--- config.mk ---
export PLATFORM = sky130hd
export DESIGN_NAME = uart_rx_flat
export DESIGN_NICKNAME = d
export VERILOG_FILES = /design/src/rtl/uart_rx_if.sv /design/src/rtl/uart_rx.sv /design/src/flat_wrapper.sv
export SDC_FILE = /design/constraint.sdc
export NUM_CORES = 1
export LEC_CHECK = 0
export ABC_AREA = 1
export CAP_MARGIN = 20
export CORE_MARGIN = 1.5
export CORE_UTILIZATION = 35
export DETAILED_ROUTE_END_ITERATION = 6
export SLEW_MARGIN = 20
export SYNTH_ARGS = -nofsm -noshare
export SYNTH_HDL_FRONTEND = slang
export SYNTH_SLANG_ARGS = --single-unit
--- constraint.sdc ---
create_clock -name clk -period 1.6 [get_ports clk]
set_input_delay 0.32 -clock clk [delete_from_list [all_inputs] [get_ports clk]]
set_output_delay 0.32 -clock clk [all_outputs]
set_load 0.02 [all_outputs]
--- src/rtl/uart_rx_if.sv ---
// Serial receive bundle: line input plus recovered byte and status strobes.
// The master modport belongs to the receiver; the slave side feeds rx and consumes data.
interface uart_rx_if #(
    parameter int DATA_BITS = 8
);
    logic                 rx;
    logic [DATA_BITS-1:0] data;
    logic                 valid;
    logic                 frame_err;
    logic                 busy;

    modport master (
        input  rx,
        output data,
        output valid,
        output frame_err,
        output busy
    );

    modport slave (
        output rx,
        input  data,
        input  valid,
        input  frame_err,
        input  busy
    );
endinterface

--- src/rtl/uart_rx.sv ---
// 8N1 UART receiver: 2-FF line synchronizer, mid-bit sampling FSM,
// byte register with one-cycle valid / frame_err strobes.
module uart_rx #(
    parameter int CLKS_PER_BIT = 16,
    parameter int DATA_BITS    = 8
) (
    input logic      clk,
    input logic      n_rst,
    uart_rx_if.master bus
);

    localparam int H  = CLKS_PER_BIT / 2;
    localparam int CW = $clog2(CLKS_PER_BIT);
    localparam int IW = $clog2(DATA_BITS + 1);

    localparam logic [CW-1:0] HALF_LAST = CW'(H - 1);
    localparam logic [CW-1:0] BIT_LAST  = CW'(CLKS_PER_BIT - 1);
    localparam logic [IW-1:0] IDX_LAST  = IW'(DATA_BITS - 1);

    typedef enum logic [2:0] {
        IDLE,
        START,
        DATA,
        STOP,
        WAIT_IDLE
    } state_t;

    state_t state;
    state_t nxt;

    logic                 rx_m;
    logic                 rx_s;
    logic [CW-1:0]        bit_cnt;
    logic [IW-1:0]        idx;
    logic [DATA_BITS-1:0] shreg;
    logic [DATA_BITS-1:0] data_q;
    logic                 valid_q;
    logic                 ferr_q;

    logic half_tick;
    logic bit_tick;
    logic busy_c;
    logic cnt_clr;
    logic shift_en;
    logic load;
    logic ferr;

    assign half_tick = (bit_cnt == HALF_LAST);
    assign bit_tick  = (bit_cnt == BIT_LAST);

    always_ff @(posedge clk or negedge n_rst) begin
        if (!n_rst) begin
            rx_m <= 1'b1;
            rx_s <= 1'b1;
        end else begin
            rx_m <= bus.rx;
            rx_s <= rx_m;
        end
    end

    always_ff @(posedge clk or negedge n_rst) begin
        if (!n_rst) begin
            state <= IDLE;
        end else begin
            state <= nxt;
        end
    end

    always_comb begin
        nxt = state;
        unique case (state)
            IDLE: begin
                if (!rx_s) nxt = START;
            end
            // A start bit that is gone by mid-bit was a glitch
            START: begin
                if (half_tick) nxt = rx_s ? IDLE : DATA;
            end
            DATA: begin
                if (bit_tick && idx == IDX_LAST) nxt = STOP;
            end
            STOP: begin
                if (bit_tick) nxt = rx_s ? IDLE : WAIT_IDLE;
            end
            WAIT_IDLE: begin
                if (rx_s) nxt = IDLE;
            end
            default: nxt = IDLE;
        endcase
    end

    always_comb begin
        busy_c   = (state != IDLE);
        cnt_clr  = 1'b1;
        shift_en = 1'b0;
        load     = 1'b0;
        ferr     = 1'b0;
        unique case (state)
            START: begin
                cnt_clr = half_tick;
            end
            DATA: begin
                cnt_clr  = bit_tick;
                shift_en = bit_tick;
            end
            STOP: begin
                cnt_clr = bit_tick;
                load    = bit_tick && rx_s;
                ferr    = bit_tick && !rx_s;
            end
            default: begin
                cnt_clr = 1'b1;
            end
        endcase
    end

    always_ff @(posedge clk or negedge n_rst) begin
        if (!n_rst) begin
            bit_cnt <= '0;
        end else if (cnt_clr) begin
            bit_cnt <= '0;
        end else begin
            bit_cnt <= bit_cnt + CW'(1);
        end
    end

    // LSB arrives first, so each sample enters at the top and drifts down
    always_ff @(posedge clk or negedge n_rst) begin
        if (!n_rst) begin
            idx   <= '0;
            shreg <= '0;
        end else if (state == IDLE || state == START) begin
            idx <= '0;
        end else if (shift_en) begin
            idx   <= idx + IW'(1);
            shreg <= {rx_s, shreg[DATA_BITS-1:1]};
        end
    end

    always_ff @(posedge clk or negedge n_rst) begin
        if (!n_rst) begin
            data_q  <= '0;
            valid_q <= 1'b0;
            ferr_q  <= 1'b0;
        end else begin
            valid_q <= load;
            ferr_q  <= ferr;
            if (load) data_q <= shreg;
        end
    end

    assign bus.data      = data_q;
    assign bus.valid     = valid_q;
    assign bus.frame_err = ferr_q;
    assign bus.busy      = busy_c;

endmodule

--- src/flat_wrapper.sv ---
// flat-port wrapper written by rule: the top's interface ports become plain ports
module uart_rx_flat 
#(
    parameter int CLKS_PER_BIT = 16,
    parameter int DATA_BITS    = 8
)
  (clk, n_rst, bus_rx, bus_data, bus_valid, bus_frame_err, bus_busy);
  uart_rx_if #(.DATA_BITS(DATA_BITS)) bus_i ();
  input logic clk;
  input logic n_rst;
  input wire logic [$bits(bus_i.rx)-1:0] bus_rx;
  output wire logic [$bits(bus_i.data)-1:0] bus_data;
  output wire logic [$bits(bus_i.valid)-1:0] bus_valid;
  output wire logic [$bits(bus_i.frame_err)-1:0] bus_frame_err;
  output wire logic [$bits(bus_i.busy)-1:0] bus_busy;
  assign bus_i.rx = bus_rx;
  assign bus_data = bus_i.data;
  assign bus_valid = bus_i.valid;
  assign bus_frame_err = bus_i.frame_err;
  assign bus_busy = bus_i.busy;
  uart_rx #(.CLKS_PER_BIT(CLKS_PER_BIT), .DATA_BITS(DATA_BITS)) u_core (.clk(clk), .n_rst(n_rst), .bus(bus_i));
endmodule
* Word-level counts from Yosys, hierarchy flattened
Cells that the tools add are included.
Storage, ports and cells: bits in registers 31, latch bits 0, memory bits (writable) 0, memory bits (read-only) 0, bits of input ports 3, output and inout port bits 11, logic and storage cells 50, memories kept 0
Operators by class: add/subtract/negate cells 2, multipliers 0, div/mod/pow operators 0, magnitude comparators 0, eq/ne operators 12, shift-type cells 0, mux-type cells 15, bitwise gates (word level) 1, reduce and logical (&&, ||, !) cells 11
Operator list (number):
- 3-bit two-way mux | 6
- 3-bit case mux with 5 select lines | 1
- 4-bit two-way mux | 3
- 4-bit by 1-bit adder with 4-bit output, second input constant | 2
- 4-bit by 3-bit == test with 1-bit output, second input constant | 2
- 2-bit by 1-bit != test with 1-bit output, second input constant | 4
- 3-bit by 2-bit == test with 1-bit output, second input constant | 2
- 5-bit AND reduction | 1
- 4-bit == test, second input constant | 1
- 3-bit by 1-bit == test with 1-bit output, second input constant | 1
- 3-bit == test, second input constant | 1
- 1-bit logical AND | 3
- 3-bit zero test | 1
- 1-bit two-way mux | 3
- 3-bit nonzero test | 1
- 2-bit two-way mux | 1
- 2-bit != test, second input constant | 1
- 1-bit case mux with 2 select lines | 1
- 2-bit AND reduction | 1
- 2-bit nonzero test | 1
- 2-bit OR reduction | 1
- 1-bit zero test | 1
- 1-bit logical OR | 1
- 1-bit inverter | 1

* Depth between registers and ports, before layout
Gate-level depths: netlist of run 1.
depth after elaboration 4, mapped depth 9, mapped depth without buffers 9

* Least setup slack after synthesis of run 1
No wires, ideal clock.
path kind flip-flop to flip-flop, from register u_core.bit_cnt[0], to register u_core.data_q[5], in the netlist u_core.bus.data[5], setup time 117 ps, arrival 1149 ps, required time 1483 ps, slack 334 ps, cell stages (with the launch flop) 8, buffers on the path 1, clock period less this slack 1266 ps, cell sequence dfrtp_1 ha_1 nand3_2 inv_1 nand3_2 buf_6 nand2_2 o21ai_2
On the way: longest elaborated chain between the ends 3
Ends and longest elaborated chain:
- start: declaration | RTL line uart_rx.sv:33 | logic [CW-1:0] bit_cnt;
- start signal: assignment | RTL line uart_rx.sv:123 | bit_cnt <= bit_cnt + CW'(1);
- 4-bit == test | RTL line uart_rx.sv:49 | assign bit_tick = (bit_cnt == BIT_LAST);
- 1-bit logical AND | RTL line uart_rx.sv:108 | load = bit_tick && rx_s;
- 1-bit two-way mux | RTL line uart_rx.sv:98 | unique case (state)
- end signal: assignment | RTL line uart_rx.sv:148 | if (load) data_q <= shreg;
- end: declaration | RTL line uart_rx.sv:36 | logic [DATA_BITS-1:0] data_q;
No other way between the ends. A chain may end at the register's enable or synchronous reset.

* Worst setup path in the final report of run 1
from register u_core.data_q[6], in the netlist u_core.bus.data[6], to output bus_data[6]
RTL lines:
- end: declaration | RTL line flat_wrapper.sv:12 | output wire logic [$bits(bus_i.data)-1:0] bus_data;
No word-level cell between the ends.

==> results of run 1 <==
cell type report:
class,count,area [µm²],area share
well taps,48,60.1,0.0355
multi-input cells,97,493,0.291
inverters,17,63.8,0.0377
repair buffers,19,198,0.117
flip-flops and latches,31,778,0.460
clock buffers,8,100,0.0591
kinds of logic (layout without fill, tap and decap cells):
logic type	Yosys count	in the layout
fa+ha+maj	2	2
buf+inv	19	44
simple gates	74	74
xor+xnor	1	1
flops	31	31
compound gates	20	20
how the worst max path moves through the flow:
stage | end | slack, ns | depth (start not counted)
CTS | bus_busy | 0.02 | 3
global route | bus_data[6] | 0.007 | 1
floorplan | u_core.bus.data[5] | 0.33 | 7
finish | bus_data[6] | 0.03 | 1
detailed placement | bus_busy | 0.10 | 3
global placement | bus_busy | 0.18 | 3
timing repair:
| action | 4_1_cts | 5_1_grt |
|---|---|---|
| endpoints found under the setup margin | 1 | 5 |
| gates resized for setup | 1 | 6 |
| gates cloned | 0 | 0 |
power groups by stage:
stage	sequential [mW]	combinational (mW)	clock, mW
finish	1.08	0.593	0.671
global route	1.10	0.687	0.733
CTS	1.08	0.605	0.696
detailed placement	1.09	0.605	0
global placement	1.08	0.579	0
floorplan	1.08	0.432	0
per-stage QoR:
step                power, mW   util  worst slack [ns]  hold WS, ns  std cells
finish                   2.34  0.459            0.0335        0.290        220
global route             2.52  0.459           0.00681        0.298        220
CTS                      2.38  0.455            0.0166        0.289        220
detailed placement       1.70  0.428             0.102        0.348        212
global placement         1.66  0.428             0.179        0.346        212
floorplan                1.51      -             0.334       0.0244        147
registers in the layout, summed over array words and instances, names as in the netlist:
signal / flops
u_core.bit_cnt: 4
u_core.bus.data: 8
u_core.bus.frame_err: 1
u_core.bus.valid: 1
u_core.idx: 4
u_core.rx_m: 1
u_core.rx_s: 1
u_core.shreg: 8
u_core.state: 3
per-layer routing:
layer	global-route usage	wire length [µm]
met5	0	0
met4	0.0990	27
met3	0.0377	108
met2	0.216	1180
met1	0.177	1150
cells in the final DEF (no fill, tap or decap), types with 2 or more instances in the layout:
cell and n:
nand3_2 3, nand3_1 7, clkbuf_8 7, nand4_1 2, dfstp_2 2, ha_1 2
inv_1 15, nand2_2 2, o21ai_2 6, buf_4 5, dfrtp_1 29, o21ai_0 11
inv_2 2, nor2_2 2, clkdlybuf4s50_1 8, nand2_1 42, dlymetal6s2s_1 4, nor2_1 13
o21ai_1 3
==> impl_metrics.toml, run 1 <==
[outcome]
status = "finished clean"

[global_routing]
grt_util_all_layers = 0.142
grt_pass1_wl_mm = 4.44
grt_max_degree = 16
gr-total-overflow = 0
antenna_found_initial = 0
grt_pass1_vias = 1002

[clock_tree]
clock_latency_ns = 0.28
cts.clk_slew.worst_paths_ns = 0.07
clockBufferDepth = 2
clock_sinks = 31
postCtsHoldBufs = 0
cts_tree = "built"
htreeDepth = 2
cts_setup_buffers = 0
clockRootBuffer = "clkbuf_8"
cts-buffers-inserted = 5

[critical_path]
r2r_slack_ns = 0.21
end_kind = "primary output"
r2r_cells = 8
cp_slowest_cell = "clkdlybuf4s50_1"
rr_endpoint = "u_core.state[0]"
critPathLaunchType = "flop"
critPathRequiredTime_ns = 1.28
cp.arrival_ns = 1.25
worstReg2RegStart = "u_core.bit_cnt[0]"
crit_start = "u_core.bus.data[6]"
crit_type = "reg2out"
cpLargestDelayFamily = "buffers and inverters"
crit_fanout = 2
crit_buf_inv = 1
critPathMaxStageDelay_ns = 0.61
path_cells = "clkdlybuf4s50_1"

[synth]
yosysMostFrequentCell = "nand2_1"
synth_area_per_cell_um2 = 9.19
synth_edf_count = 0
synth_largest_area_cell = "dfrtp_1"
synth_warnings = 0
synthTopCellsByArea = "dfrtp_1 54%, nand2_1 12%, inv_1 4.2%, o21ai_0 4.1%, dfstp_2 3.9%"
ys_async_sr_fraction = 1.00
syn_inst = 147
synth_top_area_frac = 0.537
yosys-top-cells-count = "42 x nand2_1, 29 x dfrtp_1, 15 x inv_1"
synth_top_family_by_area = "simple AND/OR/NAND/NOR gates"
synth_compound_area_frac = 0.0907
synth.cell_area_mm2 = 0.00135
synth_xor_area_frac = 0.00648
syn-num-nets = 152
ys_ff_latch = 31
ys_types = 21
synth_fa_ha_area_frac = 0.0185
yosys.area_share.simple = 0.247
synth_mux_area_frac = 0
ys_seq_area_frac = 0.576
dominantRegCellSynth = "dfrtp_1"

[power_and_ir_drop]
swShare = 0.329
p_leak_nw = 0.876
intPower_mw = 1.57
p_clk_frac = 0.287
peakVddDrop_uv = 723
seqPwrFrac = 0.460
power.density_mw_per_mm2 = 1380
comb_power_share = 0.253
power_switching_uw = 772

[cells_and_area]
drive_gt1_frac = 0.192
diodes = 0
area_growth_syn_to_layout_pct = 25.3
nFillCells = 376
final_area_mm2 = 0.00169
finalNetCount = 176

[drt]
dr.pass1.iters = 6
via_count = 1004
drc_errors = 0
wl_per_cell_um = 11.2
drt-initial-drc-count = 51
via_per_inst = 4.56
postRouteAntennaNets = 0
wl_mm = 2.46

[die]
die_width_um = 65.1
coreArea_mm2 = 0.00369
io_pins = 14
dieArea_mm2 = 0.00424
num_rows = 22
die_height_um = 65.1
start_util = 0.366

[placed_design]
hpwl_mm = 1.79
post_dp_cell_area_mm2 = 0.00158
port_buffers = 13
place.gp.congestion = 0.977

[timing]
setup_viol_count_final = 0
post-route-period-util = 0.979
fin_tns_setup_ns = 0
finalMaxSlewViolations = 0
fmax_mhz = 638
clock_skew_ns = 0.00824
final_hold_viol_count = 0
rsz0062_at_grt = "false"
worstMarginPinSlew_ns = 0.308
min_period_ns = 1.57
slew_headroom = 0.794

[min_path]
hold_path.class = "in2async"

[run]
cap_violations = 0
Power figures use the tool's default switching activity.
==> run 2, diff against run 1 <==
CTS_CLUSTER_SIZE = 40   (was unset)
==> results of run 2 <==
Final layout, timing and power as in run 1 (identical DEF).
==> run 3, diff against run 2 <==
CORE_MARGIN = 2   (was 1.5)
DONT_BUFFER_PORTS = 1   (was unset)
==> run 3 against run 2 <==
  * Hold slack got worse by 0.25 ns
  * Clock skew increased by 0.00082 ns
  * Highest routed layer unchanged
  * Sequential cell count is the same
  * Combinational power shrank 9.1%
  * Non-clock buffer count shrank 15
  * Critical path depth grew 7
  * Power fell by 5.8%
  * Final cell count is 6.8% lower
  * Clock-buffer cell count shrank 1
==> impl_metrics.toml, run 3 (same netlist as run 1, synthesis figures left out) <==
[power_and_ir_drop]
power.density_mw_per_mm2 = 1450
peakVddDrop_uv = 939
p_leak_nw = 0.732
power_mw = 2.21

[timing]
worstMarginPinSlew_ns = 0.251
slew_headroom = 0.832
fmax_mhz = 677
clock_skew_ns = 0.00906
post-route-period-util = 0.924
min_period_ns = 1.48
finalMaxSlewViolations = 0
whs_ns = 0.0412
rsz0062_at_grt = "false"
setup_viol_count_final = 0
fin_tns_setup_ns = 0
final_hold_viol_count = 0

[drt]
dr.pass1.iters = 4
via_count = 977
postRouteAntennaNets = 0
wl_per_cell_um = 11.6
via_per_inst = 4.77
drt-initial-drc-count = 17
wl_mm = 2.37
drc_errors = 0

[cells_and_area]
finalNetCount = 161
layout_common_cells = "42 x nand2_1, 29 x dfrtp_1, 15 x inv_1"
drive_gt1_frac = 0.178
nFillCells = 363
diodes = 0
final_common_cell = "nand2_1"
utilization = 0.412
seq_area_um2 = 778
multi_input_area_um2 = 490
area_growth_syn_to_layout_pct = 12.4

[clock_tree]
cts_setup_buffers = 0
cts-buffers-inserted = 5
htreeDepth = 2
cts.clk_slew.worst_paths_ns = 0.06
clockBufferDepth = 2
clockRootBuffer = "clkbuf_8"
clock_sinks = 31
clock_latency_ns = 0.28
postCtsHoldBufs = 2
cts_tree = "built"
cts_resized = 0

[global_routing]
antenna_found_initial = 0
grt_util_all_layers = 0.125
grt_max_degree = 32
grt_pass1_wl_mm = 4.04
gr-total-overflow = 0
grt_pass1_vias = 961

[critical_path]
crit_start = "u_core.bit_cnt[0]"
crit_type = "reg2reg"
cp.arrival_ns = 1.64
end_kind = "flop"
critPathLaunchType = "flop"
crit_fanout = 15
r2r_slack_ns = 0.12
rr_endpoint = "u_core.bus.data[7]"
r2r_cells = 8
worstReg2RegStart = "u_core.bit_cnt[0]"
critPathRequiredTime_ns = 1.76
setup.worst_path.end = "u_core.bus.data[7]"

[die]
coreArea_mm2 = 0.00369
die_width_um = 66.1
start_util = 0.366
die_height_um = 66.1
num_rows = 22
io_pins = 14
dieArea_mm2 = 0.00437

[outcome]
status = "finished clean"

[min_path]
holdPathStages = 0
min_from = "bus_rx"
hold_path.class = "in2reg"

[run]
cap_violations = 0

[placed_design]
port_buffers = 0
hpwl_mm = 1.67
place.gp.congestion = 0.836
## run 3: changes by cell type in the layout (fill, tap and decap cells not counted)
cell / previous run / this run
clkbuf_8: 7 / 5
buf_4: 5 / 2
clkbuf_1: 1 / 2
clkinv_2: 0 / 1
clkdlybuf4s15_1: 1 / 0
nor2_1: 13 / 14
dlygate4sd3_1: 0 / 1
nor2_2: 2 / 1
clkdlybuf4s50_1: 8 / 0
dlymetal6s2s_1: 4 / 0
## run 3: final cells by class
class,instances,share of cell area
inverter,17,0.0420
timing repair buffer,4,0.0297
clock buffer,7,0.0502
multi-input combinational,97,0.323
sequential,31,0.512
clock inverter,1,0.00329
tap,48,0.0395
## run 3: power by group
group | internal (mW) | leakage (nW) | switching (mW)
sequential | 0.946 | 0.408 | 0.153
combinational | 0.201 | 0.282 | 0.338
clock | 0.304 | 0.0422 | 0.263
total | 1.45 | 0.732 | 0.754
## run 3: worst min-delay path by stage
| stage | endpoint |
|---|---|
| after floorplan | u_core.bit_cnt[0] |
| after CTS | u_core.rx_m |
| after global routing | u_core.rx_m |
| after global placement | u_core.bit_cnt[2] |
| final | u_core.rx_m |
| after detailed placement | u_core.bit_cnt[2] |
## run 3: critical path, cell delays in order, from the launching register on
cell and delay, ns:
dfrtp_1 0.40, ha_1 0.25, nand3_2 0.14, inv_1 0.07, nand3_2 0.07, buf_4 0.22
inv_1 0.10, nand2_1 0.07, nand2_1 0.06
## run 3: metal layers
| metal | vias up | track usage | wire, µm |
|---|---|---|---|
| li1 | 485 | - | - |
| met1 | 458 | 0.127 | 995 |
| met2 | 22 | 0.210 | 1180 |
| met3 | 12 | 0.0511 | 106 |
| met4 | 0 | 0.0816 | 91 |
| met5 | - | 0 | 0 |
## run 3: metrics by stage
| stage | cell area, µm² | worst slack [ns] | cells |
|---|---|---|---|
| final | 1520 | 0.122 | 205 |
| after global routing | 1520 | 0.0242 | 205 |
| after CTS | 1520 | 0.119 | 205 |
| after detailed placement | 1410 | 0.124 | 195 |
| after global placement | 1410 | 0.213 | 195 |
| after floorplan | 1350 | 0.334 | 147 |
